### src/rtl/meas_pkg.sv
// Shared definitions for the measurement sequencer: FSM state encoding and
// the host command bytes.
package meas_pkg;

    typedef enum logic [2:0] {
        ST_IDLE    = 3'd0,
        ST_HDR     = 3'd1,
        ST_DA_RUN  = 3'd2,
        ST_CAPTURE = 3'd3,
        ST_DUMP    = 3'd4
    } state_t;

    localparam logic [7:0] HDR_BYTE  = 8'hA5;
    localparam logic [7:0] CMD_1M    = 8'h01;
    localparam logic [7:0] CMD_5M    = 8'h02;
    localparam logic [7:0] CMD_ABORT = 8'hFF;

    // Largest of four interval lengths; sizes the shared counter.
    function automatic int max4(input int a, input int b, input int c, input int d);
        int m;
        m = a;
        if (b > m) m = b;
        if (c > m) m = c;
        if (d > m) m = d;
        return m;
    endfunction

endpackage

### src/rtl/seq_timer.sv
// Up-counter with synchronous clear, saturation at all-ones and a terminal
// count compare against a per-state load value.
module seq_timer #(
    parameter int W = 8
) (
    input  logic         i_clk,
    input  logic         i_rst_n,
    input  logic         i_clear,
    input  logic [W-1:0] i_tc,
    output logic         o_tc_hit
);

    logic [W-1:0] r_cnt;

    // Count up from zero after each clear; hold at all-ones instead of wrapping.
    always_ff @(posedge i_clk or negedge i_rst_n) begin
        if (!i_rst_n)
            r_cnt <= '0;
        else if (i_clear)
            r_cnt <= '0;
        else if (r_cnt != '1)
            r_cnt <= r_cnt + 1'b1;
    end

    assign o_tc_hit = (r_cnt == i_tc);

endmodule

### src/rtl/meas_seq_ctrl.sv
// Measurement command sequencer: parses header+command frames from the UART
// receiver and runs DA -> settle -> AD capture -> UART dump, with timeouts
// and a host abort.
//
// state      | meaning
// -----------+------------------------------------------------------
// IDLE   (0) | waiting for header byte
// HDR    (1) | header seen, waiting for command byte (timeout)
// DA_RUN (2) | DA running, settle interval before capture
// CAPTURE(3) | DA + AD running, waiting for cap_done (timeout)
// DUMP   (4) | UART dump of sample RAM, waiting for tx_done (timeout)
module meas_seq_ctrl
    import meas_pkg::*;
#(
    parameter int CLK_FREQ   = 50000000,
    parameter int SETTLE_CYC = 500,
    parameter int HDR_TO_CYC = 5000000,
    parameter int CAP_TO_CYC = 1000000,
    parameter int TX_TO_CYC  = 50000000
) (
    input  logic       sys_clk,
    input  logic       sys_rst_n,
    input  logic [7:0] rx_data,
    input  logic       rx_done,
    input  logic       cap_done,
    input  logic       tx_done,
    output logic       da_en,
    output logic       da_sel,
    output logic       ad_en,
    output logic       tx_en,
    output logic       busy,
    output logic       err_to,
    output logic [2:0] state_dbg
);

    localparam int CNT_MAX = max4(SETTLE_CYC, HDR_TO_CYC, CAP_TO_CYC, TX_TO_CYC);
    localparam int CNT_W   = $clog2(CNT_MAX) + 1;

    // A zero settle interval or clock frequency would make the intervals meaningless.
    if (SETTLE_CYC < 1 || CLK_FREQ < 1) begin : g_bad_param
        $error("meas_seq_ctrl: SETTLE_CYC and CLK_FREQ must be >= 1");
    end

    state_t           r_state;
    logic             r_da_en, r_da_sel, r_ad_en, r_tx_en, r_busy, r_err_to;
    logic [CNT_W-1:0] w_tc_val;
    logic             w_tc, w_leave, w_clear;
    logic             w_rx_hdr, w_rx_cmd, w_rx_abort;

    assign w_rx_hdr   = rx_done && (rx_data == HDR_BYTE);
    assign w_rx_cmd   = rx_done && ((rx_data == CMD_1M) || (rx_data == CMD_5M));
    assign w_rx_abort = rx_done && (rx_data == CMD_ABORT);

    // Terminal count for the interval belonging to the current state.
    always_comb begin
        w_tc_val = '0;
        case (r_state)
            ST_HDR:     w_tc_val = CNT_W'(HDR_TO_CYC - 1);
            ST_DA_RUN:  w_tc_val = CNT_W'(SETTLE_CYC - 1);
            ST_CAPTURE: w_tc_val = CNT_W'(CAP_TO_CYC - 1);
            ST_DUMP:    w_tc_val = CNT_W'(TX_TO_CYC - 1);
            default:    w_tc_val = '0;
        endcase
    end

    // Any event that moves the FSM restarts the counter; it is also held at zero in IDLE.
    always_comb begin
        w_leave = 1'b0;
        case (r_state)
            ST_IDLE:    w_leave = w_rx_hdr;
            ST_HDR:     w_leave = rx_done || w_tc;
            ST_DA_RUN:  w_leave = w_rx_abort || w_tc;
            ST_CAPTURE: w_leave = w_rx_abort || cap_done || w_tc;
            ST_DUMP:    w_leave = w_rx_abort || tx_done || w_tc;
            default:    w_leave = 1'b1;
        endcase
    end

    assign w_clear = w_leave || (r_state == ST_IDLE);

    seq_timer #(.W(CNT_W)) u_timer (
        .i_clk    (sys_clk),
        .i_rst_n  (sys_rst_n),
        .i_clear  (w_clear),
        .i_tc     (w_tc_val),
        .o_tc_hit (w_tc)
    );

    // Sequencer FSM with registered outputs; abort outranks success, success outranks timeout.
    always_ff @(posedge sys_clk or negedge sys_rst_n) begin
        if (!sys_rst_n) begin
            r_state  <= ST_IDLE;
            r_da_en  <= 1'b0;
            r_da_sel <= 1'b0;
            r_ad_en  <= 1'b0;
            r_tx_en  <= 1'b0;
            r_busy   <= 1'b0;
            r_err_to <= 1'b0;
        end else begin
            case (r_state)
                ST_IDLE: begin
                    if (w_rx_hdr)
                        r_state <= ST_HDR;
                end
                ST_HDR: begin
                    if (w_rx_cmd) begin
                        r_state  <= ST_DA_RUN;
                        r_da_en  <= 1'b1;
                        r_busy   <= 1'b1;
                        r_da_sel <= (rx_data == CMD_5M);
                        r_err_to <= 1'b0;
                    end else if (rx_done) begin
                        r_state <= ST_IDLE;
                    end else if (w_tc) begin
                        r_state  <= ST_IDLE;
                        r_err_to <= 1'b1;
                    end
                end
                ST_DA_RUN: begin
                    if (w_rx_abort) begin
                        r_state <= ST_IDLE;
                        r_da_en <= 1'b0;
                        r_busy  <= 1'b0;
                    end else if (w_tc) begin
                        r_state <= ST_CAPTURE;
                        r_ad_en <= 1'b1;
                    end
                end
                ST_CAPTURE: begin
                    if (w_rx_abort || (w_tc && !cap_done)) begin
                        r_state <= ST_IDLE;
                        r_da_en <= 1'b0;
                        r_ad_en <= 1'b0;
                        r_busy  <= 1'b0;
                        if (!w_rx_abort)
                            r_err_to <= 1'b1;
                    end else if (cap_done) begin
                        r_state <= ST_DUMP;
                        r_da_en <= 1'b0;
                        r_ad_en <= 1'b0;
                        r_tx_en <= 1'b1;
                    end
                end
                ST_DUMP: begin
                    if (w_rx_abort || tx_done || w_tc) begin
                        r_state <= ST_IDLE;
                        r_tx_en <= 1'b0;
                        r_busy  <= 1'b0;
                        if (!w_rx_abort && !tx_done)
                            r_err_to <= 1'b1;
                    end
                end
                default: begin
                    r_state <= ST_IDLE;
                    r_da_en <= 1'b0;
                    r_ad_en <= 1'b0;
                    r_tx_en <= 1'b0;
                    r_busy  <= 1'b0;
                end
            endcase
        end
    end

    assign da_en     = r_da_en;
    assign da_sel    = r_da_sel;
    assign ad_en     = r_ad_en;
    assign tx_en     = r_tx_en;
    assign busy      = r_busy;
    assign err_to    = r_err_to;
    assign state_dbg = r_state;

endmodule

### config.mk
export PLATFORM = sky130hd
export DESIGN_NAME = meas_seq_ctrl
export DESIGN_NICKNAME = d
export VERILOG_FILES = /design/src/rtl/meas_pkg.sv /design/src/rtl/seq_timer.sv /design/src/rtl/meas_seq_ctrl.sv
export SDC_FILE = /design/constraint.sdc
export NUM_CORES = 1
export LEC_CHECK = 0
export BUFFER_PORTS_ARGS = -buffer_cell sky130_fd_sc_hd__buf_2
export CAP_MARGIN = 20
export CORE_MARGIN = 2
export CORE_UTILIZATION = 30
export CTS_CLUSTER_DIAMETER = 150
export DETAILED_ROUTE_END_ITERATION = 16
export SYNTH_ARGS = -nofsm -noshare
export SYNTH_HDL_FRONTEND = slang
export SYNTH_HIERARCHICAL = 1
export SYNTH_SLANG_ARGS = --single-unit
### constraint.sdc
create_clock -name sys_clk -period 4.9 [get_ports sys_clk]
set_input_delay 1.225 -clock sys_clk [delete_from_list [all_inputs] [get_ports sys_clk]]
set_output_delay 1.225 -clock sys_clk [all_outputs]
set_load 0.005 [all_outputs]
---- Word-level counts from Yosys, hierarchy flattened ----
Cells that the tools add are included.
W data, S select, Z words.
storage, ports and cells
  bits of input ports ..................... 13
  output and inout port bits .............. 9
  register bits ........................... 36
cells by class
  equal/unequal tests ..................... 26
  add/subtract/negate cells ............... 1
  reductions and logical operators ........ 30
  bitwise gates (word level) .............. 4
  mux-type cells .......................... 35
operators by type and width
  cell                     number
  $pmux W26 S4             1
  $mux W27                 2
  $add A27 B1 Y27 const B  1
  $eq A27 B26 Y1           1
  $mux W3                  9
  $ne A27 B27 Y1 const B   1
  $ne A2 B2 Y1 const B     11
  $eq A8 B8 Y1 const B     2
  $mux W1                  16
  $pmux W3 S5              1
  $ne A3 B3 Y1 const B     4
  $reduce_and A4 Y1        3
  $pmux W1 S5              2
  $reduce_and A5 Y1        2
  $logic_or A1 B1 Y1       9
  $pmux W1 S3              3
  $eq A8 B1 Y1 const B     1
  $eq A8 B2 Y1 const B     1
  $reduce_and A7 Y1        1
  $eq A3 B2 Y1 const B     2
  $reduce_or A3 Y1         2
  $logic_and A1 B1 Y1      5
  $ne A4 B4 Y1 const B     1
  $not A1 Y1               4
  other kinds (9)          11

---- Logic depth before layout (Yosys ltp) ----
  depth in word-level cells ............... 7
  mapped depth ............................ 14
  depth with buffers taken out ............ 11

---- Cells and area by module ----
Netlist, hierarchy kept.
modules (own cells, without submodules)
  module         times used  cells an instance  area an instance (µm²)
  seq_timer      1           206                1905.6
  meas_seq_ctrl  1           100                763.2

---- Worst setup path before layout ----
OpenSTA, ideal clock, no wires.
  kind .................................... register -> register
  start ................................... register r_state[0] (netlist: state_dbg[0])
  end ..................................... register u_timer.r_cnt[18]
  cell stages (with the launch flop) ...... 15
  path slack .............................. 1.276 ns
  arrival ................................. 3.491 ns
  setup time .............................. 0.133 ns
  data required time ...................... 4.767 ns
  path through ............................ dfrtp_1 > buf_2 > clkbuf_1 > inv_1 > o21ai_0 > xor2_1 > nor4_1 > nand4_1 > nor4_1 > or3_4 > o31ai_1 > nand2_1 > clkbuf_1 > clkbuf_1 > nor2_1
between the ends
  longest elaborated chain between the ends .. 7
RTL lines
  element                                         line                  source
  start, declared                                 meas_seq_ctrl.sv:44   state_t r_state;
  start signal, assigned                          meas_seq_ctrl.sv:92   r_state <= ST_IDLE;
  start signal, assigned                          meas_seq_ctrl.sv:103  r_state <= ST_HDR;
  start signal, assigned                          meas_seq_ctrl.sv:107  r_state <= ST_DA_RUN;
  $eq A3 B3 Y1, or another cell as far along      meas_seq_ctrl.sv:57   case (r_state)
  $pmux W26 S4 *                                  meas_seq_ctrl.sv:57
  via w_tc_val[14]                                meas_seq_ctrl.sv:46   logic [CNT_W-1:0] w_tc_val;
  $eq A27 B26 Y1 *                                seq_timer.sv:25       assign o_tc_hit = (r_cnt == i_tc);
  via w_tc                                        meas_seq_ctrl.sv:47   logic w_tc, w_leave, w_clear;
  $logic_or A1 B1 Y1, on equally long branches    --
  $pmux W1 S5 *                                   meas_seq_ctrl.sv:69   case (r_state)
  $logic_or A1 B1 Y1 *                            meas_seq_ctrl.sv:79   assign w_clear = w_leave || (r_state == ST_IDLE);
  via w_clear                                     meas_seq_ctrl.sv:47
  $mux W27 or $reduce_bool A2 Y1 (tied branches)  --
  end signal, assigned                            seq_timer.sv:22       r_cnt <= r_cnt + 1'b1;
  end, declared                                   seq_timer.sv:13       logic [W-1:0] r_cnt;
Mark *: on every way through the listed nets, which the timed path passes. The rest lies on a longest branch.
A chain may end at the register's enable or synchronous reset.

---- Worst setup path after layout ----
  start ................................... register r_state[2] (netlist: state_dbg[2])
  end ..................................... register u_timer.r_cnt[2]
Same word-level chain as after synthesis.

==> impl_metrics.json <==
{
  "outcome": "completed",
  "layout_min_cycle_time_ns": 4.09,
  "htree_levels": 2,
  "grt_pass1_wl_um": 11300,
  "worst-slew-pin-transition_ns": 0.953,
  "p_leak_nw": 1.19,
  "synth.most_common_cell": "dfrtp_1",
  "worstPathMaxFanout": 19,
  "cpPeakStageDelay_ns": 0.72,
  "post-route-util_pct": 33.9,
  "synth_top_area_share_pct": 33.8,
  "clkSinkCount": 36,
  "synth_edf_count": 0,
  "synth.area.top_cells": "dfrtp_1, xor2_1, xnor2_1, nor2_1, o31ai_1",
  "peakVddDrop_v": 0.000166,
  "ys_types": 54,
  "crit_type": "flop to flop",
  "syn_avg_cell_area_um2": 8.72,
  "num_antenna_cells": 0,
  "crit_slowest_cell": "dfrtp_1",
  "start_kind": "flop",
  "crit_required_ns": 5.06,
  "grt_start_max_net_pins": 37,
  "setup_viol": 0,
  "fin_cells": 431,
  "reg2reg_from": "state_dbg[2]",
  "core-area_mm2": 0.00868,
  "ctsResizeCount": 0,
  "grt_pass1_vias": 2323,
  "fp-row-count": 34,
  "hold_buffers": 0,
  "routed-via-count": 2361,
  "worstHoldStart": "busy",
  "ys.flop_type": "dfrtp_1",
  "ys_seq_elements": 36,
  "worstHoldPathCells": 1,
  "power.density_mw_per_mm2": 295,
  "hp-class": "flop to flop",
  "viasPerCell": 5.48,
  "pre_cts_slack_ns": 0.925,
  "fill_cells": 911,
  "fin_crit_sh_pct": 83.5,
  "end_kind": "flop",
  "clockBufferDepth": 2,
  "slew_violations": 0,
  "drt-total-wl_um": 6820,
  "antenna_found_initial": 0,
  "ff2ff_path_depth": 13,
  "grt_overflow": 0,
  "ys_async_sr_fraction_pct": 100,
  "rrSetupSlack_ns": 0.81,
  "grt_use_total_pct": 14.3,
  "cap_violations": 0,
  "pin_count": 22,
  "slew_headroom_pct": 36.2,
  "cts_buffers": 5,
  "cts-root-buf": "clkbuf_8",
  "fin_hold_ws_ns": 0.493,
  "path_cells": "or3b_1 > o21ai_0 > xor2_1 > nor4_1 > nand4_1 > nor4_1 > buf_4 > or3_4 > o31ai_1 > nand2_1 > buf_4 > o21bai_1 > a31oi_1",
  "placed_cell_area_mm2": 0.00283,
  "rsz0062_at_grt": "false",
  "ys_top_cells_by_count": "dfrtp_1, nor2_1, nand2_1",
  "cts_tree": "yes",
  "port_buffers": 21,
  "skew_ns": 0.00596,
  "design.die.area_mm2": 0.00967,
  "dp.cells": 423,
  "ys_seq_area_share_pct": 33.8,
  "regToRegEndpoint": "u_timer/r_cnt[2]",
  "crit_buf_inv": 2,
  "hold_viol_final": 0,
  "die_h_um": 98.3,
  "setup_slack_ns": 0.809,
  "fin_area_mm2": 0.00294,
  "crit_family": "simple AND/OR/NAND/NOR gates",
  "syn_area_mm2": 0.00267,
  "route.detailed.drc": 0,
  "drive_gt1_share_pct": 13.6,
  "routabilityCongestion": 0.899,
  "finalPower_mw": 0.867,
  "ant_nets": 0,
  "drt_pre_antenna_iters": 4,
  "post_cts_buffers": 0,
  "die_w_um": 98.3,
  "final_nets": 337,
  "wl_per_cell_um": 15.8,
  "yosys_warnings": 6,
  "start_util_pct": 30.8,
  "setup_tns_ns": 0,
  "insertion_delay_ns": 0.29,
  "dp_hpwl_um": 4950,
  "hold_end": "busy",
  "syn_inst": 306,
  "max_freq_mhz": 244,
  "syn2layout_area_growth_pct": 10.2,
  "clk_pin_slew_worst_paths_ns": 0.08,
  "yosysTopAreaCell": "dfrtp_1",
  "crit_arrival_ns": 4.25,
  "drt_iter0_drc": 127
}
sequential cells by signal, summed over array words and instances, names as in the netlist:
register       flops
tx_en              1
busy               1
err_to             1
ad_en              1
da_en              1
state_dbg          3
u_timer/r_cnt     27
da_sel             1
power by group:
group          total, mW  internal, mW  switching, mW  leakage (nW)
Sequential         0.347         0.312         0.0346         0.487
Clock              0.265         0.151          0.114        0.0552
Combinational      0.255         0.105          0.151         0.649
kinds of logic after synthesis:
| kind of cell | Yosys count | share of synthesized area (%) |
|---|---|---|
| buf+inv | 23 | 4.64 |
| xor+xnor | 38 | 12.5 |
| mux | 8 | 3.61 |
| fa+ha+maj | 2 | 0.937 |
| other cells | 1 | 0.141 |
| flops | 36 | 33.8 |
| compound gates | 63 | 15.1 |
| simple gates | 135 | 29.3 |
worst max path at each step:
stage,startpoint,endpoint,slack [ns],depth (start not counted)
4_1_cts,state_dbg[2],u_timer/r_cnt[2],0.90,13
5_1_grt,state_dbg[2],u_timer/r_cnt[2],0.37,13
2_1_floorplan,state_dbg[0],u_timer/r_cnt[18],1.28,14
3_5_place_dp,state_dbg[2],u_timer/r_cnt[2],0.92,13
3_3_place_gp,state_dbg[2],u_timer/r_cnt[2],1.08,13
6_report,state_dbg[2],u_timer/r_cnt[2],0.81,13
layer usage:
metal	wire length [um]	track usage [%]
met5	0	0
met4	111	5.06
met3	295	2.58
met2	3110	22.6
met1	3300	19.7
cell type report:
type	instances	area, um^2	area share (%)
Clock buffer	6	72.6	2.47
Sequential cell	36	901	30.6
Multi-Input combinational cell	249	1650	56.1
Tap cell	108	135	4.59
Clock inverter	2	35.0	1.19
Timing Repair Buffer	23	120	4.08
Inverter	7	26.3	0.893
placed cells by master (no fill, tap or decap), types with 2 or more instances in the layout:
cell and count:
a21oi_1 19, nand2b_1 2, and3b_1 2, nor3_1 10, clkbuf_8 5, o21ai_0 9
o31ai_1 13, nor2_1 29, and4_1 3, mux2_4 3, dfrtp_1 36, nor2b_1 3
nand3_2 2, nand4_1 10, or3_1 3, nand3_1 16, conb_1 3, a41o_1 2
mux2i_1 4, nor4_1 7, a22o_1 3, or4_1 10, buf_4 2, xor2_1 20
xnor2_1 18, o21ai_1 2, buf_2 21, inv_1 7, nand2_1 22, nor4_2 2
and3_1 3, ha_1 2, a31oi_1 8
(Power assumes the default switching activity.)
